<file path="src/rtl/vga_timing_pkg.sv">
// Shared timing constants and types for the 640x480@60 VGA raster generator.
// Default values here feed the parameters of vga_scan_timing / vga_pix_divider.
package vga_timing_pkg;

  // Pixel clock divider default (50 MHz system clock -> 25 MHz pixel rate)
  localparam int CLK_DIV_DEF = 2;

  // Horizontal timing, in pixels
  localparam int H_VIS_DEF   = 640;
  localparam int H_FP_DEF    = 16;
  localparam int H_SYNC_DEF  = 96;
  localparam int H_BP_DEF    = 48;
  localparam int H_TOTAL_DEF = H_VIS_DEF + H_FP_DEF + H_SYNC_DEF + H_BP_DEF;

  // Vertical timing, in lines
  localparam int V_VIS_DEF   = 480;
  localparam int V_FP_DEF    = 10;
  localparam int V_SYNC_DEF  = 2;
  localparam int V_BP_DEF    = 33;
  localparam int V_TOTAL_DEF = V_VIS_DEF + V_FP_DEF + V_SYNC_DEF + V_BP_DEF;

  // Sync pulse windows: start inclusive, end exclusive
  localparam int H_SYNC_START_DEF = H_VIS_DEF + H_FP_DEF;
  localparam int H_SYNC_END_DEF   = H_SYNC_START_DEF + H_SYNC_DEF;
  localparam int V_SYNC_START_DEF = V_VIS_DEF + V_FP_DEF;
  localparam int V_SYNC_END_DEF   = V_SYNC_START_DEF + V_SYNC_DEF;

  // Image windows: encrypted image (select 0) and decrypted image (select 1)
  localparam int ENC_W_DEF = 640;
  localparam int ENC_H_DEF = 320;
  localparam int DEC_W_DEF = 320;
  localparam int DEC_H_DEF = 320;

  // Vertical phase of the raster
  typedef enum logic [1:0] {
    V_ACT  = 2'd0,
    V_FP   = 2'd1,
    V_SYNC = 2'd2,
    V_BP   = 2'd3
  } vphase_t;

endpackage

</file>
<file path="src/rtl/vga_pix_divider.sv">
// Pixel-rate divider: div_cnt runs 0..CLK_DIV-1, and pix_tick is a registered
// one-clock pulse on the clock after div_cnt reaches its last value.
// With CLK_DIV=1 the tick is high on every clock outside reset.
module vga_pix_divider
  import vga_timing_pkg::*;
#(
  parameter int CLK_DIV = CLK_DIV_DEF
) (
  input  logic clk,
  input  logic rst,
  output logic pix_tick
);

  localparam int CW = (CLK_DIV > 1) ? $clog2(CLK_DIV) : 1;
  localparam logic [CW-1:0] CNT_LAST = CW'(CLK_DIV - 1);
  localparam logic [CW-1:0] CNT_ONE  = CW'(1);

  logic [CW-1:0] div_cnt_q, div_cnt_d;
  logic          pix_tick_q, pix_tick_d;

  // Next divider count and tick: wrap at the last count and raise the tick
  always_comb begin
    div_cnt_d  = div_cnt_q;
    pix_tick_d = 1'b0;
    if (div_cnt_q == CNT_LAST) begin
      div_cnt_d  = '0;
      pix_tick_d = 1'b1;
    end else begin
      div_cnt_d  = div_cnt_q + CNT_ONE;
      pix_tick_d = 1'b0;
    end
  end

  // Divider state with synchronous reset
  always_ff @(posedge clk) begin
    if (rst) begin
      div_cnt_q  <= '0;
      pix_tick_q <= 1'b0;
    end else begin
      div_cnt_q  <= div_cnt_d;
      pix_tick_q <= pix_tick_d;
    end
  end

  assign pix_tick = pix_tick_q;

endmodule

</file>
<file path="src/rtl/vga_scan_timing.sv">
// VGA raster timing: pixel counters, vertical phase FSM, registered sync /
// video / image-window decode and the frame-latched image select.
// All decoded outputs are computed from the next counter values, so they
// describe the same pixel as pos_x/pos_y on every clock.
// Optional feature: define VGA_FRAME_CNT_EN to add the 16-bit frame_cnt output.
module vga_scan_timing
  import vga_timing_pkg::*;
#(
  parameter int CLK_DIV = CLK_DIV_DEF,
  parameter int H_VIS   = H_VIS_DEF,
  parameter int H_FP    = H_FP_DEF,
  parameter int H_SYNC  = H_SYNC_DEF,
  parameter int H_BP    = H_BP_DEF,
  parameter int V_VIS   = V_VIS_DEF,
  parameter int V_FP    = V_FP_DEF,
  parameter int V_SYNC  = V_SYNC_DEF,
  parameter int V_BP    = V_BP_DEF,
  parameter int ENC_W   = ENC_W_DEF,
  parameter int ENC_H   = ENC_H_DEF,
  parameter int DEC_W   = DEC_W_DEF,
  parameter int DEC_H   = DEC_H_DEF
) (
  input  logic        clk,
  input  logic        rst,
  input  logic        chg_img_in,
  output logic        pix_tick,
  output logic [9:0]  pos_x,
  output logic [9:0]  pos_y,
  output logic        hsync,
  output logic        vsync,
  output logic        video_on,
  output logic        in_image,
  output logic        chg_img,
`ifdef VGA_FRAME_CNT_EN
  output logic [15:0] frame_cnt,
`endif
  output logic        frame_start
);

  localparam int H_TOTAL = H_VIS + H_FP + H_SYNC + H_BP;
  localparam int V_TOTAL = V_VIS + V_FP + V_SYNC + V_BP;

  localparam logic [9:0] X_LAST       = 10'(H_TOTAL - 1);
  localparam logic [9:0] Y_LAST       = 10'(V_TOTAL - 1);
  localparam logic [9:0] X_VIS        = 10'(H_VIS);
  localparam logic [9:0] HS_START     = 10'(H_VIS + H_FP);
  localparam logic [9:0] HS_END       = 10'(H_VIS + H_FP + H_SYNC);
  localparam logic [9:0] Y_FP_START   = 10'(V_VIS);
  localparam logic [9:0] Y_SYNC_START = 10'(V_VIS + V_FP);
  localparam logic [9:0] Y_SYNC_END   = 10'(V_VIS + V_FP + V_SYNC);
  localparam logic [9:0] ENC_W_X      = 10'(ENC_W);
  localparam logic [9:0] ENC_H_Y      = 10'(ENC_H);
  localparam logic [9:0] DEC_W_X      = 10'(DEC_W);
  localparam logic [9:0] DEC_H_Y      = 10'(DEC_H);

  logic       pix_tick_s;
  logic [9:0] pos_x_q, pos_x_d;
  logic [9:0] pos_y_q, pos_y_d;
  vphase_t    vphase_q, vphase_d;
  logic       hsync_q, hsync_d;
  logic       vsync_q, vsync_d;
  logic       video_on_q, video_on_d;
  logic       in_image_q, in_image_d;
  logic       chg_img_q, chg_img_d;
  logic       frame_start_q, frame_start_d;
  logic [9:0] img_w_s, img_h_s;
`ifdef VGA_FRAME_CNT_EN
  logic [15:0] frame_cnt_q, frame_cnt_d;
`endif

  vga_pix_divider #(
    .CLK_DIV (CLK_DIV)
  ) u_div (
    .clk      (clk),
    .rst      (rst),
    .pix_tick (pix_tick_s)
  );

  // Next raster position, vertical phase and decoded outputs for the next pixel
  always_comb begin
    pos_x_d       = pos_x_q;
    pos_y_d       = pos_y_q;
    vphase_d      = vphase_q;
    hsync_d       = hsync_q;
    vsync_d       = vsync_q;
    video_on_d    = video_on_q;
    in_image_d    = in_image_q;
    chg_img_d     = chg_img_q;
    frame_start_d = 1'b0;
    img_w_s       = ENC_W_X;
    img_h_s       = ENC_H_Y;
    if (pix_tick_s) begin
      if (pos_x_q == X_LAST) begin
        pos_x_d = 10'd0;
        if (pos_y_q == Y_LAST) begin
          pos_y_d = 10'd0;
        end else begin
          pos_y_d = pos_y_q + 10'd1;
        end
        // Phase changes only on line wrap, when the new line crosses a boundary
        case (vphase_q)
          vga_timing_pkg::V_ACT:
            vphase_d = (pos_y_d == Y_FP_START)   ? vga_timing_pkg::V_FP   : vga_timing_pkg::V_ACT;
          vga_timing_pkg::V_FP:
            vphase_d = (pos_y_d == Y_SYNC_START) ? vga_timing_pkg::V_SYNC : vga_timing_pkg::V_FP;
          vga_timing_pkg::V_SYNC:
            vphase_d = (pos_y_d == Y_SYNC_END)   ? vga_timing_pkg::V_BP   : vga_timing_pkg::V_SYNC;
          vga_timing_pkg::V_BP:
            vphase_d = (pos_y_d == 10'd0)        ? vga_timing_pkg::V_ACT  : vga_timing_pkg::V_BP;
          default:
            vphase_d = vga_timing_pkg::V_BP;
        endcase
      end else begin
        pos_x_d = pos_x_q + 10'd1;
      end

      // The image select only moves at the (0,0) boundary so a frame never tears
      if ((pos_x_d == 10'd0) && (pos_y_d == 10'd0)) begin
        frame_start_d = 1'b1;
        chg_img_d     = chg_img_in;
      end else begin
        frame_start_d = 1'b0;
        chg_img_d     = chg_img_q;
      end

      if (chg_img_d) begin
        img_w_s = DEC_W_X;
        img_h_s = DEC_H_Y;
      end else begin
        img_w_s = ENC_W_X;
        img_h_s = ENC_H_Y;
      end

      hsync_d    = !((pos_x_d >= HS_START) && (pos_x_d < HS_END));
      vsync_d    = (vphase_d != vga_timing_pkg::V_SYNC);
      video_on_d = (pos_x_d < X_VIS) && (vphase_d == vga_timing_pkg::V_ACT);
      in_image_d = video_on_d && (pos_x_d < img_w_s) && (pos_y_d < img_h_s);
    end else begin
      frame_start_d = 1'b0;
    end
  end

`ifdef VGA_FRAME_CNT_EN
  // Frame counter advances with each frame start and wraps naturally
  always_comb begin
    if (frame_start_d) begin
      frame_cnt_d = frame_cnt_q + 16'd1;
    end else begin
      frame_cnt_d = frame_cnt_q;
    end
  end

  // Frame counter register
  always_ff @(posedge clk) begin
    if (rst) begin
      frame_cnt_q <= 16'd0;
    end else begin
      frame_cnt_q <= frame_cnt_d;
    end
  end

  assign frame_cnt = frame_cnt_q;
`endif

  // Raster state and vertical FSM; reset parks at the last pixel so the first tick starts a frame
  always_ff @(posedge clk) begin
    if (rst) begin
      pos_x_q       <= X_LAST;
      pos_y_q       <= Y_LAST;
      vphase_q      <= vga_timing_pkg::V_BP;
      hsync_q       <= 1'b1;
      vsync_q       <= 1'b1;
      video_on_q    <= 1'b0;
      in_image_q    <= 1'b0;
      chg_img_q     <= 1'b0;
      frame_start_q <= 1'b0;
    end else begin
      pos_x_q       <= pos_x_d;
      pos_y_q       <= pos_y_d;
      vphase_q      <= vphase_d;
      hsync_q       <= hsync_d;
      vsync_q       <= vsync_d;
      video_on_q    <= video_on_d;
      in_image_q    <= in_image_d;
      chg_img_q     <= chg_img_d;
      frame_start_q <= frame_start_d;
    end
  end

  assign pix_tick    = pix_tick_s;
  assign pos_x       = pos_x_q;
  assign pos_y       = pos_y_q;
  assign hsync       = hsync_q;
  assign vsync       = vsync_q;
  assign video_on    = video_on_q;
  assign in_image    = in_image_q;
  assign chg_img     = chg_img_q;
  assign frame_start = frame_start_q;

endmodule
</file>
<file path="config.mk">
export PLATFORM = sky130hd
export DESIGN_NAME = vga_scan_timing
export DESIGN_NICKNAME = d
export VERILOG_FILES = /design/src/rtl/vga_timing_pkg.sv /design/src/rtl/vga_pix_divider.sv /design/src/rtl/vga_scan_timing.sv
export SDC_FILE = /design/constraint.sdc
export NUM_CORES = 1
export LEC_CHECK = 0
export ABC_AREA = 0
export BUFFER_PORTS_ARGS = -buffer_cell sky130_fd_sc_hd__buf_2
export CAP_MARGIN = 20
export CORE_MARGIN = 5
export CORE_UTILIZATION = 40
export DETAILED_ROUTE_END_ITERATION = 8
export SKIP_LAST_GASP = 1
export SLEW_MARGIN = 20
export SYNTH_ARGS = -nofsm -noshare
export SYNTH_HDL_FRONTEND = slang
export SYNTH_SLANG_ARGS = --single-unit
</file>
<file path="constraint.sdc">
create_clock -name clk -period 5.5 [get_ports clk]
set_clock_uncertainty 0.15 [all_clocks]
set_input_delay 1.1 -clock clk [delete_from_list [all_inputs] [get_ports clk]]
set_output_delay 1.1 -clock clk [all_outputs]
set_load 0.01 [all_outputs]
</file>
==> run_results.csv <==
group,metric,value,unit
cells_and_area,drive_gt1_frac,0.169,
power,swShare,0.365,
timing,fmax,0.222,GHz
detailed_routing,drt_iter0_drc,202,
detailed_routing,drc,0,
setup_path,cpMostUsedCell,"ha_1",
placement,hpwl,4060,µm
floorplan,die_width,84.4,µm
cts,h-tree-depth,2,
cts,post_cts_resize_count,0,
floorplan,rows,27,
floorplan,dieArea,0.00712,mm²
cts,cts_tree,"done",
setup_path,start_kind,"flip-flop",
power,max-vdd-ir-drop,0.000111,V
setup_path,cp_data_required_time,5540,ps
power,intPower,395,µW
global_routing,grt_pass1_vias,2041,
setup_path,cp_slowest_cell,"dfxtp_1",
synthesis,synth_top_flop_cell,"dfxtp_1",
detailed_routing,num_vias,2081,
synthesis,ys_warn_count,0,
floorplan,io_pins,30,
setup_path,worst_setup_path_end_kind,"flip-flop",
global_routing,grt_overflow,0,
floorplan,die_h,84.4,µm
cts,clkTransAtPathRegs,60,ps
cts,cts_buffer_depth,2,
synthesis,syn-instance-count,285,
power,pwr-share-comb,0.328,
global_routing,grt_antenna_before_repair,0,
min_path,min_path_type,"reg2reg",
timing,setup_violations,0,
setup_path,crit_type,"reg2reg",
cells_and_area,nNetsFinal,307,
cts,insertion_delay,290,ps
global_routing,grt_pass1_wl,9810,µm
timing,final_hold_viol_count,0,
cts,ctsHoldBuffers,0,
detailed_routing,routedWlPerCell,15.4,µm
cells_and_area,area_growth,9.16,%
timing,tns,0,ps
setup_path,worst_r2r_endpoint,"in_image",
power,leakage,0.988,nW
synthesis,ys_ff_latch,30,
setup_path,regToRegSetupSlack,990,ps
placement,place_area,0.00234,mm²
setup_path,crit_path_cell_trace,"ha_1, and4_1, nor4b_1, and2_1, o311a_1, o211ai_1, o21a_1, nor2_1, inv_1, ha_1, a21oi_1, nand3_1, a221o_1, o32a_1, a2111oi_2",
cts,cts_sinks,30,
floorplan,coreArea,0.00544,mm²
synthesis,synth-seq-area-share,0.271,
setup_path,reg2reg_depth,15,
global_routing,grt.total_usage,0.165,
power,p_per_area,258,mW/mm²
setup_path,critPathMaxFanout,9,
placement,numPortBuffers,29,
floorplan,initial_utilization,0.407,
timing,slew_headroom,0.508,
synthesis,synth_area,0.00221,mm²
flow_run,maxCapViolations,0,
synthesis,async_reset_ff_frac,0,
detailed_routing,antenna_left,0,
synthesis,synth_nets,296,
setup_path,startpoint,"pos_x[0]",
synthesis,synth_edf_count,0,
synthesis,avgSynthCellArea,7.77,µm²
setup_path,critPathMaxStageDelay,500,ps
setup_path,cp_num_buf_inv,1,
power,power_switching,227,µW
setup_path,critPathTopFamily,"simple AND/OR/NAND/NOR gates",
timing,slew_viol_final,0,
detailed_routing,first_pass_iters,4,
cells_and_area,n_antenna_cell,0,
placement,gp_routability_congestion,0.852,
detailed_routing,drt_wl_total,5680,µm
synthesis,synth_cell_types,65,
power,pwr-share-seq,0.399,
detailed_routing,viasPerCell,5.65,
cts,post_cts_buffers,0,
global_routing,grt_start_max_net_pins,27,
setup_path,arrival,4550,ps
cts,clockRootBuffer,"clkbuf_8",
power,pwr-share-clk,0.273,
setup_path,r2r_start,"pos_x[0]",
timing,min_period,4510,ps
outcome,outcome,"finished, final reports clean",
cts,numCtsBuffers,5,
setup_path,worstSetupEndpoint,"in_image",
setup_path,crit_cells,15,
timing,rsz0062_at_grt,"no",
cells_and_area,finalInstanceArea,0.00242,mm²
timing,worstMarginPinSlew,727,ps
timing,timing.final.crit_share,0.820,
## cell type report
class / instances / area [µm²]
timing repair buffer: 30 / 153
fill: 568 / 3020
multi-input combinational: 218 / 1460
tap: 72 / 90.1
clock buffer: 7 / 76.3
sequential: 30 / 601
inverter: 11 / 41.3
## synth_stat cells, types with 3 or more instances
cell | number | area (µm²)
and3_1 | 7 | 43.8
nor4_1 | 4 | 25.0
nand3_1 | 16 | 80.1
nor2b_1 | 3 | 18.8
ha_1 | 8 | 100
and4_1 | 6 | 52.6
a21oi_1 | 15 | 75.1
dfxtp_1 | 30 | 601
nor3_1 | 9 | 45.0
xnor2_1 | 8 | 70.1
buf_2 | 9 | 45.0
a31oi_1 | 3 | 18.8
or3_1 | 3 | 18.8
xor2_1 | 11 | 96.3
inv_1 | 11 | 41.3
o21ai_0 | 12 | 60.1
nor2_1 | 25 | 93.8
nand2_1 | 26 | 97.6
mux2i_1 | 5 | 50.1
clkbuf_1 | 13 | 48.8
buf_1 | 3 | 11.3
nand4_1 | 4 | 25.0
o22ai_1 | 3 | 18.8
## power by group through the flow
stage | Sequential [mW] | Clock (mW) | Combinational, mW
global placement | 0.253 | 0 | 0.202
CTS | 0.248 | 0.174 | 0.203
detailed placement | 0.253 | 0 | 0.202
global route | 0.251 | 0.182 | 0.231
floorplan | 0.245 | 0 | 0.166
finish | 0.248 | 0.170 | 0.204
## layout by cell type, fill, tap and decap left out, types with 4 or more instances in the layout
master and n:
a21oi_1 15, and3_1 7, and4_1 6, buf_2 29
clkbuf_8 5, dfxtp_1 30, ha_1 8, inv_1 11
mux2i_1 5, nand2_1 26, nand3_1 16, nand4_1 4
nor2_1 25, nor3_1 9, nor4_1 4, o21ai_0 12
xnor2_1 8, xor2_1 11
## cells by family after synthesis
kind of cell,synth area share
flip-flops,0.271
XOR/XNOR,0.0752
buffers and inverters,0.0712
adder cells (fa/ha/maj),0.0452
AND/OR/NAND/NOR,0.309
AO/OA/AOI/OAI,0.206
multiplexers,0.0226
## worst reg2reg max path: cells and delay by family (launching register included)
kind	cells	cell delay, ps
adders and majority gates	2	630
and+or+nand+nor	5	1530
DFF	1	500
buffers and inverters	1	100
AOI/OAI and AO/OA	7	1520
## routing by layer
metal	vias to the layer above	wire, µm	GRT usage
met5	-	0	0
met4	0	78	0.0532
met3	9	235	0.0285
met2	48	2660	0.275
met1	976	2710	0.215
li1	1048	-	-
## worst min-delay path by stage
stage / cells after the start / endpoint / from
2_1_floorplan: 1 / u_div.div_cnt_q / u_div.div_cnt_q
3_3_place_gp: 1 / u_div.div_cnt_q / u_div.div_cnt_q
3_5_place_dp: 1 / u_div.div_cnt_q / u_div.div_cnt_q
4_1_cts: 1 / u_div.div_cnt_q / u_div.div_cnt_q
5_1_grt: 1 / u_div.div_cnt_q / u_div.div_cnt_q
6_report: 1 / u_div.div_cnt_q / u_div.div_cnt_q
## metrics by stage
stage          total power, mW  utilization  setup WS (ps)  instances  hold slack, ps
2_1_floorplan            0.411            -           1400        285             235
3_3_place_gp             0.455        0.430           1210        361             241
3_5_place_dp             0.455        0.430           1030        361             253
4_1_cts                  0.625        0.444           1030        368             262
5_1_grt                  0.663        0.444            579        368             284
6_report                 0.623        0.444            989        368             258
## sequential cells by signal, indices dropped and copies added (netlist names)
signal / flops
hsync: 1
video_on: 1
vsync: 1
chg_img: 1
pos_x: 10
vphase_q: 2
pos_y: 10
u_div.pix_tick: 1
u_div.div_cnt_q: 1
frame_start: 1
in_image: 1
Power figures use the tool's default switching activity.
